===== config.mk =====
export PLATFORM = sky130hd
export DESIGN_NAME = lvds_tx_framer
export DESIGN_NICKNAME = d
export VERILOG_FILES = /design/src/rtl/lvds_pkg.sv /design/src/rtl/lvds_tx_framer_prbs7_gen.sv /design/src/rtl/lvds_tx_framer.sv
export SDC_FILE = /design/constraint.sdc
export NUM_CORES = 1
export LEC_CHECK = 0
export ABC_AREA = 1
export CORE_MARGIN = 2
export CORE_UTILIZATION = 47
export CTS_BUF_LIST = sky130_fd_sc_hd__clkbuf_8
export CTS_CLUSTER_DIAMETER = 40
export DETAILED_ROUTE_END_ITERATION = 16
export PLACE_DENSITY = 0.78
export RECOVER_POWER = 100
export SLEW_MARGIN = 20
export SYNTH_ARGS = -nofsm -noshare
export SYNTH_HDL_FRONTEND = slang
export SYNTH_HIERARCHICAL = 1
export SYNTH_SLANG_ARGS = --single-unit

===== constraint.sdc =====
create_clock -name clk -period 1.6 [get_ports clk]
set_input_delay 0.16 -clock clk [delete_from_list [all_inputs] [get_ports clk]]
set_output_delay 0.16 -clock clk [all_outputs]
set_load 0.1 [all_outputs]

===== src/rtl/lvds_pkg.sv =====
// Shared types and constants for the LVDS transmit framer.
// Holds the link state encoding, default framing words and PRBS7 constants.
package lvds_pkg;

  typedef enum logic [1:0] {
    TX_TRAIN = 2'd0,
    TX_SYNC  = 2'd1,
    TX_DATA  = 2'd2
  } tx_state_e;

  localparam logic [1:0] ST_TRAIN = TX_TRAIN;
  localparam logic [1:0] ST_SYNC  = TX_SYNC;
  localparam logic [1:0] ST_DATA  = TX_DATA;

  localparam logic [9:0] DEF_TRAIN_PATTERN = 10'h3E0;
  localparam logic [9:0] DEF_SYNC_WORD     = 10'h17C;
  localparam logic [9:0] DEF_IDLE_WORD     = 10'h3E0;

  // PRBS7 = x^7 + x^6 + 1: feedback from the two most significant taps
  localparam logic [6:0] PRBS7_SEED   = 7'h7F;
  localparam int         PRBS7_TAP_HI = 6;
  localparam int         PRBS7_TAP_LO = 5;

  function automatic int max2(input int a, input int b);
    return (a > b) ? a : b;
  endfunction

endpackage


===== src/rtl/lvds_tx_framer_prbs7_gen.sv =====
// Parallel PRBS7 generator: DATA_WIDTH successive sequence bits per clk, MSB first.
// Only instantiated when LVDS_TX_PRBS_EN is defined.
module lvds_prbs7_gen
  import lvds_pkg::*;
#(
  parameter int DATA_WIDTH = 10
) (
  input  logic                  clk,
  input  logic                  reset,
  input  logic                  i_load,
  input  logic                  i_adv,
  output logic [DATA_WIDTH-1:0] o_word
);

  logic [6:0] r_lfsr;
  logic [6:0] w_lfsr_nxt;

  always_comb begin
    logic [6:0] v_lfsr;
    logic       v_bit;
    v_lfsr = r_lfsr;
    v_bit  = 1'b0;
    o_word = '0;
    for (int i = 0; i < DATA_WIDTH; i++) begin
      v_bit                   = v_lfsr[PRBS7_TAP_HI] ^ v_lfsr[PRBS7_TAP_LO];
      o_word[DATA_WIDTH-1-i]  = v_bit;
      v_lfsr                  = {v_lfsr[5:0], v_bit};
    end
    w_lfsr_nxt = v_lfsr;
  end

  always_ff @(posedge clk or negedge reset) begin
    if (!reset) begin
      r_lfsr <= PRBS7_SEED;
    end else if (i_load) begin
      r_lfsr <= PRBS7_SEED;
    end else if (i_adv) begin
      r_lfsr <= w_lfsr_nxt;
    end
  end

endmodule


===== src/rtl/lvds_tx_framer.sv =====
// Word-rate LVDS transmit framer: training pattern, sync burst, then payload stream.
// Optional far-end BER source enabled by defining LVDS_TX_PRBS_EN (adds prbs_en).
//
// state | meaning
// TRAIN | send TRAIN_PATTERN, count words (saturating) until TRAIN_MIN and far end aligned
// SYNC  | send SYNC_REPEAT x SYNC_WORD; any loss of alignment or train_req aborts to TRAIN
// DATA  | stream payload on valid/ready, IDLE_WORD in gaps; link_up high
module lvds_tx_framer
  import lvds_pkg::*;
#(
  parameter int                    DATA_WIDTH    = 10,
  parameter logic [DATA_WIDTH-1:0] TRAIN_PATTERN = DATA_WIDTH'(DEF_TRAIN_PATTERN),
  parameter int                    TRAIN_MIN     = 256,
  parameter logic [DATA_WIDTH-1:0] SYNC_WORD     = DATA_WIDTH'(DEF_SYNC_WORD),
  parameter int                    SYNC_REPEAT   = 4,
  parameter logic [DATA_WIDTH-1:0] IDLE_WORD     = DATA_WIDTH'(DEF_IDLE_WORD)
) (
  input  logic                  clk,
  input  logic                  reset,
  input  logic                  train_req,
  input  logic                  rx_aligned,
`ifdef LVDS_TX_PRBS_EN
  input  logic                  prbs_en,
`endif
  input  logic [DATA_WIDTH-1:0] s_tdata,
  input  logic                  s_tvalid,
  output logic                  s_tready,
  output logic [DATA_WIDTH-1:0] tx_data,
  output logic                  link_up,
  output logic [1:0]            tx_state
);

  localparam int                CNT_W       = $clog2(max2(TRAIN_MIN, SYNC_REPEAT) + 1);
  localparam logic [CNT_W-1:0]  TRAIN_MIN_C = CNT_W'(TRAIN_MIN);
  localparam logic [CNT_W-1:0]  SYNC_LAST_C = CNT_W'(SYNC_REPEAT - 1);

  logic [1:0]            r_state;
  logic [1:0]            w_state_nxt;
  logic [CNT_W-1:0]      r_cnt;
  logic [CNT_W-1:0]      w_cnt_nxt;
  logic [CNT_W-1:0]      w_train_cnt;
  logic [DATA_WIDTH-1:0] w_tx_nxt;
  logic [DATA_WIDTH-1:0] w_prbs_word;
  logic                  w_retrain;
  logic                  w_xfer;
  logic                  w_prbs_on;

`ifdef LVDS_TX_PRBS_EN
  logic w_prbs_load;
  logic w_prbs_adv;

  assign w_prbs_on   = prbs_en;
  // Reseed on the edge that enters DATA so every BER run starts from the same point
  assign w_prbs_load = (r_state != ST_DATA) & (w_state_nxt == ST_DATA);
  assign w_prbs_adv  = (r_state == ST_DATA) & prbs_en & ~w_retrain;

  lvds_prbs7_gen #(
    .DATA_WIDTH(DATA_WIDTH)
  ) u_prbs7 (
    .clk   (clk),
    .reset (reset),
    .i_load(w_prbs_load),
    .i_adv (w_prbs_adv),
    .o_word(w_prbs_word)
  );
`else
  assign w_prbs_on   = 1'b0;
  assign w_prbs_word = '0;
`endif

  assign w_retrain = train_req | ~rx_aligned;
  assign s_tready  = (r_state == ST_DATA) & ~train_req & rx_aligned & ~w_prbs_on;
  assign w_xfer    = s_tvalid & s_tready;
  assign tx_state  = r_state;

  // The exit test looks at the incremented count so the TRAIN_MIN-th word is the last one
  assign w_train_cnt = (r_cnt == TRAIN_MIN_C) ? r_cnt : r_cnt + 1'b1;

  always_comb begin
    w_state_nxt = r_state;
    w_cnt_nxt   = r_cnt;
    w_tx_nxt    = IDLE_WORD;
    case (r_state)
      ST_TRAIN: begin
        w_tx_nxt  = TRAIN_PATTERN;
        w_cnt_nxt = w_train_cnt;
        if ((w_train_cnt == TRAIN_MIN_C) && !w_retrain) begin
          w_state_nxt = ST_SYNC;
          w_cnt_nxt   = '0;
        end
      end
      ST_SYNC: begin
        w_tx_nxt = SYNC_WORD;
        if (w_retrain) begin
          w_state_nxt = ST_TRAIN;
          w_cnt_nxt   = '0;
        end else if (r_cnt == SYNC_LAST_C) begin
          w_state_nxt = ST_DATA;
          w_cnt_nxt   = '0;
        end else begin
          w_cnt_nxt = r_cnt + 1'b1;
        end
      end
      ST_DATA: begin
        if (w_retrain) begin
          w_state_nxt = ST_TRAIN;
          w_cnt_nxt   = '0;
        end else if (w_prbs_on) begin
          w_tx_nxt = w_prbs_word;
        end else if (w_xfer) begin
          w_tx_nxt = s_tdata;
        end
      end
      default: begin
        w_state_nxt = ST_TRAIN;
        w_cnt_nxt   = '0;
      end
    endcase
  end

  always_ff @(posedge clk or negedge reset) begin
    if (!reset) begin
      r_state <= ST_TRAIN;
      r_cnt   <= '0;
      tx_data <= '0;
      link_up <= 1'b0;
    end else begin
      r_state <= w_state_nxt;
      r_cnt   <= w_cnt_nxt;
      tx_data <= w_tx_nxt;
      link_up <= (w_state_nxt == ST_DATA);
    end
  end

endmodule


# Word level (Yosys, flattened, before mapping)
# Cells that the tools add are included.
[totals]
register_bits = 22
elab_cells = 35
mem_bits_ro = 0
mem_bits_rw = 0
mem_count = 0
latchBits = 0
[op_classes]
muxes = 14
n_shift = 0
n_mul = 0
add_sub_neg = 1
order_cmp = 0
reduce_logical = 3
div_mod_pow = 0
eq_ne = 7
n_bitwise = 6
[ops]
columns = ["operator", "n"]
rows = [
  ["9-bit two-way mux", 5],
  ["9-bit case mux with 3 select lines", 1],
  ["10-bit two-way mux", 2],
  ["10-bit case mux with 2 select lines", 1],
  ["9-bit equality test (second input constant)", 2],
  ["9-bit by 1-bit adder with 9-bit output (second input constant)", 1],
  ["9-bit by 2-bit equality test with 1-bit output (second input constant)", 1],
  ["2-bit two-way mux", 4],
  ["2-bit case mux with 3 select lines", 1],
  ["2-bit equality test (second input constant)", 2],
  ["1-bit AND", 3],
  ["2-bit by 1-bit equality test with 1-bit output (second input constant)", 1],
  ["2-bit logical NOT", 1],
  ["2-bit inequality test (second input constant)", 1],
  ["1-bit inverter", 2],
  ["1-bit logical AND", 1],
  ["1-bit logical NOT", 1],
  ["1-bit OR", 1],
]

# Logic depth before layout (Yosys ltp)
# Gate-level depths: netlist (run 1).
[logic_depth]
depth_word = 7
ltp_mapped = 15

# Worst setup path after synthesis (run 1)
# OpenSTA, ideal clock, no wires.
[synth_timing]
path_kind = "register to register"
startpoint = "reg r_state[1] (netlist: tx_state[1])"
endpoint = "reg tx_data[7]"
arrival_ns = 2.704
synth_period_minus_slack_ns = 2.834
path_stages_with_launch = 7
slack_ns = -1.234
path_cell_list = "dfrtp_1 > ha_1 > nand2_1 > inv_1 > nand2_1 > o21ai_0 > o21ai_0"
[synth_via]
elab_chain_len = 7
[synth_lines]
columns = ["item", "line_no", "source"]
rows = [
  ["start, declared", "lvds_tx_framer.sv:37", "logic [1:0] r_state;"],
  ["start signal, assigned", "lvds_tx_framer.sv:128", "r_state <= w_state_nxt;"],
  ["2-bit equality test", "lvds_tx_framer.sv:72", "assign s_tready = (r_state == ST_DATA) & ~train_req & rx_aligned & ~w_prbs_on;"],
  ["1-bit AND (2 in series)", "lvds_tx_framer.sv:72", ""],
  ["via s_tready", "lvds_tx_framer.sv:27", "output logic s_tready,"],
  ["1-bit AND", "lvds_tx_framer.sv:73", "assign w_xfer = s_tvalid & s_tready;"],
  ["10-bit two-way mux", "lvds_tx_framer.sv:110", "end else if (w_xfer) begin"],
  ["10-bit two-way mux", "lvds_tx_framer.sv:105", "if (w_retrain) begin"],
  ["10-bit case mux with 2 select lines", "lvds_tx_framer.sv:83", "case (r_state)"],
  ["via w_tx_nxt[7]", "lvds_tx_framer.sv:42", "logic [DATA_WIDTH-1:0] w_tx_nxt;"],
  ["end signal, assigned", "lvds_tx_framer.sv:130", "tx_data <= w_tx_nxt;"],
  ["end, declared", "lvds_tx_framer.sv:28", "output logic [DATA_WIDTH-1:0] tx_data,"],
]
# The timed path passes the listed nets, and every way through them passes these cells.
# A chain may end at the register's enable or synchronous reset.

# Worst setup path in the final report (run 1)
[layout_timing]
startpoint = "reg r_cnt[1]"
endpoint = "reg link_up"
[layout_via]
elab_chain_len = 7
[layout_lines]
columns = ["item", "line_no", "source"]
rows = [
  ["start, declared", "lvds_tx_framer.sv:39", "logic [CNT_W-1:0] r_cnt;"],
  ["start signal, assigned", "lvds_tx_framer.sv:129", "r_cnt <= w_cnt_nxt;"],
  ["9-bit by 1-bit adder with 9-bit output / 9-bit equality test (equally long branches)", "lvds_tx_framer.sv:77", "assign w_train_cnt = (r_cnt == TRAIN_MIN_C) ? r_cnt : r_cnt + 1'b1;"],
  ["9-bit two-way mux", "lvds_tx_framer.sv:77", ""],
  ["9-bit equality test", "lvds_tx_framer.sv:87", "if ((w_train_cnt == TRAIN_MIN_C) && !w_retrain) begin"],
  ["1-bit logical AND", "lvds_tx_framer.sv:87", ""],
  ["2-bit two-way mux", "lvds_tx_framer.sv:87", ""],
  ["2-bit case mux with 3 select lines (*)", "lvds_tx_framer.sv:83", ""],
  ["2-bit equality test (*)", "lvds_tx_framer.sv:131", "link_up <= (w_state_nxt == ST_DATA);"],
  ["end signal, assigned", "lvds_tx_framer.sv:131", ""],
  ["end, declared", "lvds_tx_framer.sv:29", "output logic link_up,"],
]
# Mark *: on every way between the ends. The rest lies on a longest branch, timed or not.

==> summary.txt, run 1 <==
Outcome
  – Run status: complete, but fails checks
  – Failing checks: setup timing

Clock network
  – Clk_lat worst skew: 270 ps
  – Clock slew at reported path FFs: 80 ps
  – TritonCTS Buffers: 3
  – H-tree levels: 1
  – Clock tree sinks: 22
  – TritonCTS clock tree: done
  – Post-cts hold buffer count: 0
  – Root buffer cell: sky130_fd_sc_hd__clkbuf_8
  – Max Buffers Root-to-Sink: 2

Power and ir drop
  – Net switching share of the total power: 19.1%
  – Overall power after layout: 1.14 mW
  – Total power per unit cell area: 595 nW/um^2
  – Portion of total power attributed to the clock network: 46.6%
  – Switching power total: 0.218 mW
  – Seq pwr share: 48.7%
  – Pint: 0.923 mW
  – Relative contribution of combinational cells to total power: 4.7%
  – Peak supply drop: 581 uV
  – LEAKAGE: 0.936 nW

Setup path
  – Capturing instance or port of the critical path: link_up$_DFF_PN0_
  – CP max stage delay: 430 ps
  – Worst setup path startpoint: r_cnt[1]$_DFFE_PN0P_
  – Length in cells of the worst reg-to-reg path: 15
  – Reg2reg start: r_cnt[1]$_DFFE_PN0P_
  – Data arrival time at the worst-slack endpoint: 2060 ps
  – Endpoint of the lowest-slack register-to-register path: link_up$_DFF_PN0_
  – CP Cell Sequence: inv_2 -> ha_4 -> nand2_2 -> inv_2 -> nand2_2 -> nor2_4 -> nand2_1 -> nand2_1 -> nand2_1 -> nor2_4 -> nand3_4 -> nand2_2 -> nand2_2 -> nand2_2 -> nor2_1
  – Worst R2R Setup Slack: -290 ps
  – Top cell by count, worst path: sky130_fd_sc_hd__nand2_2
  – Critical Path RT: 1770 ps
  – CP startpoint kind: flop
  – Worst Path Max Fanout: 4
  – Crit path capture type: flop
  – Classification of the worst setup path: reg2reg
  – Crit path max-delay cell type: sky130_fd_sc_hd__dfrtp_1

Drt
  – Violation count after the first detailed-routing iteration: 84
  – WL final: 3860 um
  – Number of vias in the routed layout: 1369
  – DRT Pass-1 Iters: 4
  – Residual antenna-violating net count after detailed routing: 0
  – Number of design rule violations left after detail routing: 0
  – Average wire per cell in the routed design: 15.1 um
  – Vias per inst: 5.35

Timing
  – RSZ-0062 raised after global routing: true
  – Endpoints failing setup: 13
  – Final min period: 1890 ps
  – Maximum clock frequency: 0.530 GHz
  – Transition time at the pin with the least slew margin: 576 ps
  – Setup skew after layout: 0.712 ps
  – Worst path setup slack after routing: -288 ps
  – Post-route worst hold slack: 396 ps
  – Share of the clock period used by the worst path after layout: 118%
  – Final-report max-slew violation count: 0
  – Final hold violation count: 0
  – Worst slew margin relative to its limit: 61.6%
  – Setup TNS Final: -1480 ps

Flow run
  – Maxcap violations: 0

Global route
  – Pin count of the biggest net entering global routing: 23
  – Via count of the first global-routing pass: 1399
  – Antenna violations before repair: 0
  – Residual overflow from global routing: 0
  – Overall fraction of global-route tracks in use: 25.2%
  – Wire length of the first global-routing pass: 6150 um

Finish
  – Area overhead of the layout relative to synthesis: 48.3%
  – Fin util: 71.4%
  – Filler-free cell count of the finished design: 256
  – Fraction of layout instances using a drive strength above 1: 32.0%
  – Number of inserted diodes: 0
  – Fin nets: 247
  – Final std cell area, no fill: 1920 um^2

Place
  – Instance area after placement: 1910 um^2
  – Instance count after placement with tap cells included: 246
  – Weighted congestion at the end of routability-driven global placement: 0.894
  – Post-DP HPWL: 2510 um
  – Post-place setup slack: -178 ps
  – Number of buffer cells added on primary ports: 28

Synth
  – Syn Std Cell Area: 1290 um^2
  – Synthesis-stage register bit count: 22
  – Cells after synthesis: 172
  – Portion of the post-synthesis area used by sequential elements: 42.6%
  – Number of different library cells in the post-synthesis netlist: 22
  – Number of nets produced by synthesis: 193
  – Syn avg cell area: 7.51 um^2
  – Count of synthesis-stage warnings from yosys: 6

Die
  – # rows: 19
  – Width of the chip: 56.4 um
  – Die footprint: 3190 um^2
  – IO Count: 29
  – Initial core utilization: 48.1%
  – Area of the core region: 2690 um^2
  – Vertical die dimension: 56.4 um

Worst hold path
  – Type of the most critical hold path: in2async
layout make-up:
class	instances	area (um^2)
clock buffers	3	41.3
clock inverters	1	30.0
fillers	188	769
inverters	29	115
multi-input cells	119	704
flip-flops and latches	22	558
well taps	31	38.8
repair buffers	51	429
Yosys cell counts, drive strengths merged:
cell type	number	area share, %
nor2	23	8.0
buf	1	0.39
nand2	42	12
a22oi	2	1.2
inv	29	8.4
o22ai	1	0.48
nand4	2	0.97
a21oi	5	2.2
xor2	2	1.9
o211ai	3	1.7
clkbuf	1	0.29
o21ai	21	8.1
dfrtp	22	43
nor3	2	0.77
ha	6	5.8
nand3	10	4.6
state kept, by name, summed over array words and instances, names as in the netlist:
| name | flops |
|---|---|
| link_up | 1 |
| r_cnt | 9 |
| tx_data | 10 |
| tx_state | 2 |
repair_timing:
item,CTS,global route
resized for setup,9,11
setup buffers,5,1
pin swaps,1,5
hold endpoints to repair,0,0
setup endpoints to repair,13,13
cells by family (layout without fill, tap and decap cells):
family                     after synthesis  count (layout)  share of synthesized area, %
buffers and inverters                   31              84                          9.10
adders and majority gates                6               6                          5.81
xor gates and xnor gates                 2               2                          1.94
AOI/OAI and AO/OA                       32              32                          13.7
DFF                                     22              22                          42.6
and+or+nand+nor                         79              79                          26.8
cell usage in the layout (no fill, tap or decap), drive strengths merged, types with 6 or more instances in the layout:
cell and n:
nand2 42, inv 28, buf 25, nor2 23
dfrtp 22, o21ai 21, clkbuf 15, clkdlybuf4s50 13
nand3 10, ha 6
per-layer routing:
layer / share of wire, % / vias to the layer above / wire length [um] / global-route usage [%]
li1: - / 649 / - / -
met1: 39 / 638 / 1520 / 30.1
met2: 49 / 72 / 1890 / 38.9
met3: 8.8 / 10 / 339 / 9.22
met4: 2.9 / 0 / 110 / 14.3
met5: 0 / - / 0 / 0
how the worst min path moves through the flow:
stage / end / depth (start not counted)
after global placement: tx_data[0]$_DFF_PN0_ / 2
after floorplan: link_up$_DFF_PN0_ / 0
final: tx_data[0]$_DFF_PN0_ / 2
after detailed placement: tx_data[0]$_DFF_PN0_ / 2
after global routing: tx_data[0]$_DFF_PN0_ / 3
after CTS: tx_data[0]$_DFF_PN0_ / 2
worst max-delay path: cells and delay by family (launching register included):
family | cells | cell delay [ps]
and+or+nand+nor | 12 | 1090
DFF | 1 | 430
buffers and inverters | 2 | 150
adders and majority gates | 1 | 130
power groups by stage:
stage	clock, mW	sequential [mW]	combinational [mW]
6_report	0.532	0.555	0.0537
5_1_grt	0.555	0.555	0.0601
4_1_cts	0.537	0.555	0.0559
3_5_place_dp	0	0.567	0.0558
3_3_place_gp	0	0.567	0.0538
2_1_floorplan	0	0.567	0.00531
Note: power is estimated with default switching activity, not from simulation.
==> run 2, diff against run 1 <==
--- a/config.mk
+++ b/config.mk
@@ -6,11 +6,13 @@
 export NUM_CORES = 1
 export LEC_CHECK = 0
 export ABC_AREA = 1
+export ABC_CLOCK_PERIOD_IN_PS = 1600
 export CORE_MARGIN = 2
 export CORE_UTILIZATION = 47
 export CTS_BUF_LIST = sky130_fd_sc_hd__clkbuf_8
 export CTS_CLUSTER_DIAMETER = 40
 export DETAILED_ROUTE_END_ITERATION = 16
+export MAX_ROUTING_LAYER = met4
 export PLACE_DENSITY = 0.78
 export RECOVER_POWER = 100
 export SLEW_MARGIN = 20
==> run 2 against run 1 <==
Effect of this change: the run still ends with setup timing left; core utilization is 9.0 points higher; critical path depth unchanged; global-route usage increased by 8.9 points; flip-flop and latch count unchanged; largest power group is now clock; combinational power increased by 19%; die area unchanged; total power rose by 3.5%; maximum frequency decreased by 3.4%; final cell count up 7.0%.
==> summary.txt, run 2 (same netlist as run 1, synthesis figures left out) <==
Place
  – Instance area after placement: 1910 um^2
  – Post-DP HPWL: 2680 um
  – Weighted congestion at the end of routability-driven global placement: 0.899
  – Number of buffer cells added on primary ports: 28

Finish
  – Number of inserted diodes: 0
  – Flip-flop count of the largest register, all copies and words added: 10
  – Final std cell area, no fill: 2160 um^2
  – Most frequent cells in the layout: sky130_fd_sc_hd__buf_4, sky130_fd_sc_hd__nand2_1, sky130_fd_sc_hd__inv_1
  – Fill cells: 140
  – Area overhead of the layout relative to synthesis: 67.1%
  – Fraction of layout instances using a drive strength above 1: 44.0%
  – Fin nets: 265
  – Commonest non-fill, non-tap cell in the layout: sky130_fd_sc_hd__buf_4
  – Largest Register: tx_data

Timing
  – Final hold violation count: 0
  – Share of the clock period used by the worst path after layout: 122%
  – RSZ-0062 raised after global routing: true
  – Worst path setup slack after routing: -356 ps
  – Final-report max-slew violation count: 0
  – Setup skew after layout: 9.32 ps
  – Setup TNS Final: -1700 ps
  – Transition time at the pin with the least slew margin: 1200 ps
  – Post-route worst hold slack: 428 ps
  – Worst slew margin relative to its limit: 19.9%
  – Final min period: 1960 ps
  – Maximum clock frequency: 0.511 GHz
  – Endpoints failing setup: 13

Setup path
  – Worst Path Max Fanout: 4
  – Top cell by count, worst path: sky130_fd_sc_hd__nand2_2
  – Length in cells of the worst reg-to-reg path: 15
  – Critical Path RT: 1780 ps
  – Crit path capture type: flop
  – Data arrival time at the worst-slack endpoint: 2140 ps
  – Crit path max-delay cell type: sky130_fd_sc_hd__dfrtp_2
  – CP startpoint kind: flop
  – Reg2reg start: r_cnt[1]$_DFFE_PN0P_
  – Endpoint of the lowest-slack register-to-register path: link_up$_DFF_PN0_
  – CP max stage delay: 470 ps
  – Classification of the worst setup path: reg2reg
  – Worst R2R Setup Slack: -360 ps
  – CP Cell Sequence: inv_2 -> ha_4 -> nand2_4 -> inv_2 -> nand2_2 -> nor2_4 -> nand2_2 -> nand2_2 -> nand2_2 -> nor2_2 -> nand3_2 -> nand2_1 -> nand2_1 -> nand2_1 -> nor2_1

Worst hold path
  – Type of the most critical hold path: in2reg
  – Worst hold endpoint: tx_data[0]$_DFF_PN0_
  – Number of cells on the worst hold path: 3
  – Startpoint of the lowest-slack hold path: s_tdata[0]

Outcome
  – Failing checks: setup timing
  – Run status: complete, but fails checks

Drt
  – WL final: 5950 um
  – DRT Pass-1 Iters: 7
  – Number of vias in the routed layout: 1685
  – Number of design rule violations left after detail routing: 0
  – Average wire per cell in the routed design: 21.7 um
  – Violation count after the first detailed-routing iteration: 173
  – Residual antenna-violating net count after detailed routing: 0
  – Vias per inst: 6.15

Power and ir drop
  – LEAKAGE: 1.02 nW
  – Total power per unit cell area: 547 nW/um^2
  – Peak supply drop: 566 uV

Die
  – Area of the core region: 2690 um^2
  – IO Count: 29
  – Die footprint: 3190 um^2
  – Width of the chip: 56.4 um
  – Initial core utilization: 48.1%
  – # rows: 19
  – Vertical die dimension: 56.4 um

Clock network
  – Clock tree sinks: 22
  – H-tree levels: 1
  – Root buffer cell: sky130_fd_sc_hd__clkbuf_8
  – Post-cts hold buffer count: 0
  – Clk_lat worst skew: 280 ps
  – TritonCTS Buffers: 3
  – TritonCTS clock tree: done
  – Clock slew at reported path FFs: 100 ps
  – Max Buffers Root-to-Sink: 2

Global route
  – Wire length of the first global-routing pass: 8030 um
  – Overall fraction of global-route tracks in use: 34.1%
  – Residual overflow from global routing: 0
  – Pin count of the biggest net entering global routing: 23
  – Antenna violations before repair: 0
  – Via count of the first global-routing pass: 1641

Flow run
  – Maxcap violations: 0
run 2: cell types whose count changed in the layout (fill, tap and decap cells not counted), moves of 3 or more:
cell,change
sky130_fd_sc_hd__o21ai_0,-4
sky130_fd_sc_hd__buf_4,+13
sky130_fd_sc_hd__nand3_2,+4
sky130_fd_sc_hd__nor2_1,-3
sky130_fd_sc_hd__buf_6,+4
sky130_fd_sc_hd__o21ai_1,+3
sky130_fd_sc_hd__nand3_1,-3
run 2: how the worst max path moves through the flow:
stage                                from           endpoint  cells past startpoint
detailed placement   r_cnt[0]$_DFFE_PN0P_  link_up$_DFF_PN0_                     15
floorplan           tx_state[0]$_DFF_PN0_  link_up$_DFF_PN0_                      8
CTS                  r_cnt[0]$_DFFE_PN0P_  link_up$_DFF_PN0_                     15
global placement     r_cnt[0]$_DFFE_PN0P_  link_up$_DFF_PN0_                     13
finish               r_cnt[1]$_DFFE_PN0P_  link_up$_DFF_PN0_                     15
global route         r_cnt[1]$_DFFE_PN0P_  link_up$_DFF_PN0_                     15
run 2: final cells by class:
class / instances / area, um^2 / share of cell area (%)
clock inverters: 1 / 30.0 / 1.39
repair buffers: 69 / 574 / 26.6
clock buffers: 3 / 41.3 / 1.91
inverters: 29 / 120 / 5.56
well taps: 31 / 38.8 / 1.80
flip-flops and latches: 22 / 561 / 26.0
multi-input cells: 119 / 795 / 36.8
run 2: where the power goes:
part	total (mW)	internal, mW	switching, mW
registers	0.555	0.555	0
logic	0.0637	0.0350	0.0287
clock network	0.562	0.335	0.227
run 2: worst max-delay path: cells and delay by family, from the launching register on:
kind,cells,cell delay [ps]
fa+ha+maj,1,140
buf+inv,2,160
flops,1,470
simple gates,12,1100
run 2: per-stage QoR:
step	total power [mW]	utilization, %	std cells	setup WS [ps]
after floorplan	0.572	-	172	-437
after global placement	0.621	71.1	246	-101
after detailed placement	0.623	71.1	246	-175
after CTS	1.14	80.4	268	-186
after global routing	1.21	80.4	274	-439
final	1.18	80.4	274	-356
run 2: what timing repair did:
| item | CTS | global route |
|---|---|---|
| setup endpoints to repair | 9 | 16 |
| pin swaps | 12 | 17 |
| buffers inserted | 18 | 7 |
| cloned | 0 | 0 |
| gates resized for setup | 16 | 38 |
run 2: layer usage:
metal / global-route usage (%) / wire [um] / vias to the layer above
met5: - / 0 / -
met4: 20.1 / 544 / 0
met3: 4.38 / 531 / 69
met2: 55.3 / 2840 / 157
met1: 40.4 / 2030 / 769
li1: - / - / 690
==> run 3, diff against run 2 <==
--- a/config.mk
+++ b/config.mk
@@ -6,8 +6,6 @@
 export NUM_CORES = 1
 export LEC_CHECK = 0
 export ABC_AREA = 1
-export ABC_CLOCK_PERIOD_IN_PS = 1600
-export CORE_MARGIN = 2
 export CORE_UTILIZATION = 47
 export CTS_BUF_LIST = sky130_fd_sc_hd__clkbuf_8
 export CTS_CLUSTER_DIAMETER = 40
==> run 3 against run 2 <==
Effect of this change: the flow still finishes with violations (setup timing); final cell count down 1.5%; hold slack worse by 30 ps; design area shrank 6.7%; maximum frequency up 2.9%; clock skew fell by 7.8 ps; wire length decreased by 20%; setup slack improved by 55 ps; die area down 7.0%; clock power decreased by 3%; via count is 11% lower; combinational power decreased by 8.8%; count of clock-buffer cells in the layout stayed put.
==> summary.txt, run 3 (same netlist as run 1, synthesis figures left out) <==
Setup path
  – CP max stage delay: 400 ps
  – Worst Path Max Fanout: 3
  – CP Cell Sequence: inv_2 -> buf_4 -> buf_4 -> buf_4 -> buf_4 -> buf_4 -> nand2_2 -> nand2_2 -> nand2_2 -> nor2_2 -> nand3_2 -> buf_4 -> nand3_2 -> a21oi_2
  – Family with the most delay on the worst path: buffers and inverters
  – Count of buffering cells on the critical path with inverters included: 7
  – Crit path max-delay cell type: sky130_fd_sc_hd__dfrtp_1
  – Critical Path RT: 1800 ps
  – Crit path capture type: flop
  – Classification of the worst setup path: reg2reg
  – Data arrival time at the worst-slack endpoint: 2100 ps
  – Top cell by count, worst path: sky130_fd_sc_hd__buf_4
  – CP startpoint kind: flop

Place
  – Post-DP HPWL: 2700 um
  – Number of buffer cells added on primary ports: 28
  – Weighted congestion at the end of routability-driven global placement: 0.956

Die
  – Area of the core region: 2540 um^2
  – Initial core utilization: 50.8%
  – Width of the chip: 54.4 um
  – IO Count: 29
  – Vertical die dimension: 54.4 um
  – # rows: 18
  – Die footprint: 2960 um^2

Finish
  – Commonest non-fill, non-tap cell in the layout: sky130_fd_sc_hd__nand2_1
  – Largest Register: tx_data
  – Fin util: 79.2%
  – Fin nets: 262
  – Most frequent cells in the layout: sky130_fd_sc_hd__nand2_1, sky130_fd_sc_hd__buf_4, sky130_fd_sc_hd__inv_1
  – Flip-flop count of the largest register, all copies and words added: 10
  – Area overhead of the layout relative to synthesis: 56.0%
  – Number of inserted diodes: 0
  – Fraction of layout instances using a drive strength above 1: 36.3%

Drt
  – Violation count after the first detailed-routing iteration: 92
  – Met3 wire len: 385 um
  – DRT Pass-1 Iters: 7
  – Number of design rule violations left after detail routing: 0
  – WL met2: 2200 um
  – Average wire per cell in the routed design: 17.5 um
  – Number of vias in the routed layout: 1506
  – Residual antenna-violating net count after detailed routing: 0
  – Wire length on met1: 1830 um
  – WL final: 4730 um
  – Vias per inst: 5.58
  – Top routing layer in use: met4

Clock network
  – TritonCTS Buffers: 3
  – Post-cts hold buffer count: 0
  – Clock tree sinks: 22
  – Max Buffers Root-to-Sink: 2
  – Root buffer cell: sky130_fd_sc_hd__clkbuf_8
  – TritonCTS clock tree: done
  – Clock slew at reported path FFs: 90 ps
  – Clk_lat worst skew: 280 ps
  – H-tree levels: 1

Outcome
  – Failing checks: setup timing
  – Run status: complete, but fails checks

Global route
  – Pin count of the biggest net entering global routing: 23
  – Overall fraction of global-route tracks in use: 33.8%
  – Via count of the first global-routing pass: 1435
  – Wire length of the first global-routing pass: 6630 um
  – Antenna violations before repair: 0
  – Residual overflow from global routing: 0

Worst hold path
  – Type of the most critical hold path: in2async

Power and ir drop
  – Peak supply drop: 656 uV
  – Total power per unit cell area: 575 nW/um^2
  – Overall power after layout: 1.16 mW
  – LEAKAGE: 0.995 nW

Timing
  – Final-report max-slew violation count: 0
  – Share of the clock period used by the worst path after layout: 119%
  – Maximum clock frequency: 0.526 GHz
  – Final min period: 1900 ps
  – Setup skew after layout: 1.50 ps
  – Worst slew margin relative to its limit: 61.9%
  – Worst path setup slack after routing: -301 ps
  – RSZ-0062 raised after global routing: true
  – Transition time at the pin with the least slew margin: 571 ps
  – Final hold violation count: 0
  – Endpoints failing setup: 12

Flow run
  – Maxcap violations: 0
==> run 3: report_power, final <==
part | total, mW | switching [mW] | internal (mW)
combinational | 0.0581 | 0.0236 | 0.0345
sequential | 0.555 | 0 | 0.555
clock | 0.545 | 0.209 | 0.335
total | 1.16 | 0.233 | 0.925
==> run 3: metrics by stage <==
stage          instances  worst slack (ps)  hold slack (ps)  cell area, um^2  setup TNS [ps]
6_report             270              -301              398             2020           -1290
3_5_place_dp         250              -153              545             1950            -486
4_1_cts              267              -181              248             2150            -486
5_1_grt              270              -390              420             2020           -2500
3_3_place_gp         250             -78.1              532             1950            -151
2_1_floorplan        172              -437             -136             1330           -5040
==> run 3: timing repair <==
| action | CTS | global route |
|---|---|---|
| pin swaps | 9 | 10 |
| endpoints found under the setup margin | 11 | 14 |
| setup buffers | 13 | 3 |
| endpoints found under the hold margin | 0 | 0 |
| resized for setup | 13 | 12 |
==> run 3: cell type report <==
type                    instances  area, um^2
clock buffers                   3        41.3
clock inverters                 1        30.0
repair buffers                 66         526
flip-flops and latches         22         558
well taps                      30        37.5
fillers                       141         529
inverters                      29         113
multi-input cells             119         711
==> run 3: per-layer routing <==
metal	track usage, %	up-vias
met4	19.7	0
met2	54.3	100
met3	5.56	40
met1	39.8	686
li1	-	680
met5	-	-
==> run 3: path summary, 6_finish.rpt <==
path,from,end,slack (ps),cells after the start
setup / recovery,r_cnt[0]$_DFFE_PN0P_,r_cnt[8]$_DFFE_PN0P_,-300,14
hold / removal,reset,tx_data[0]$_DFF_PN0_,400,2
setup reg to reg,r_cnt[0]$_DFFE_PN0P_,r_cnt[8]$_DFFE_PN0P_,-300,14
hold reg to reg,r_cnt[4]$_DFFE_PN0P_,r_cnt[4]$_DFFE_PN0P_,630,2
max in group asynchronous,reset,tx_state[1]$_DFF_PN0_,770,2
min in group clk,s_tdata[0],tx_data[0]$_DFF_PN0_,400,3
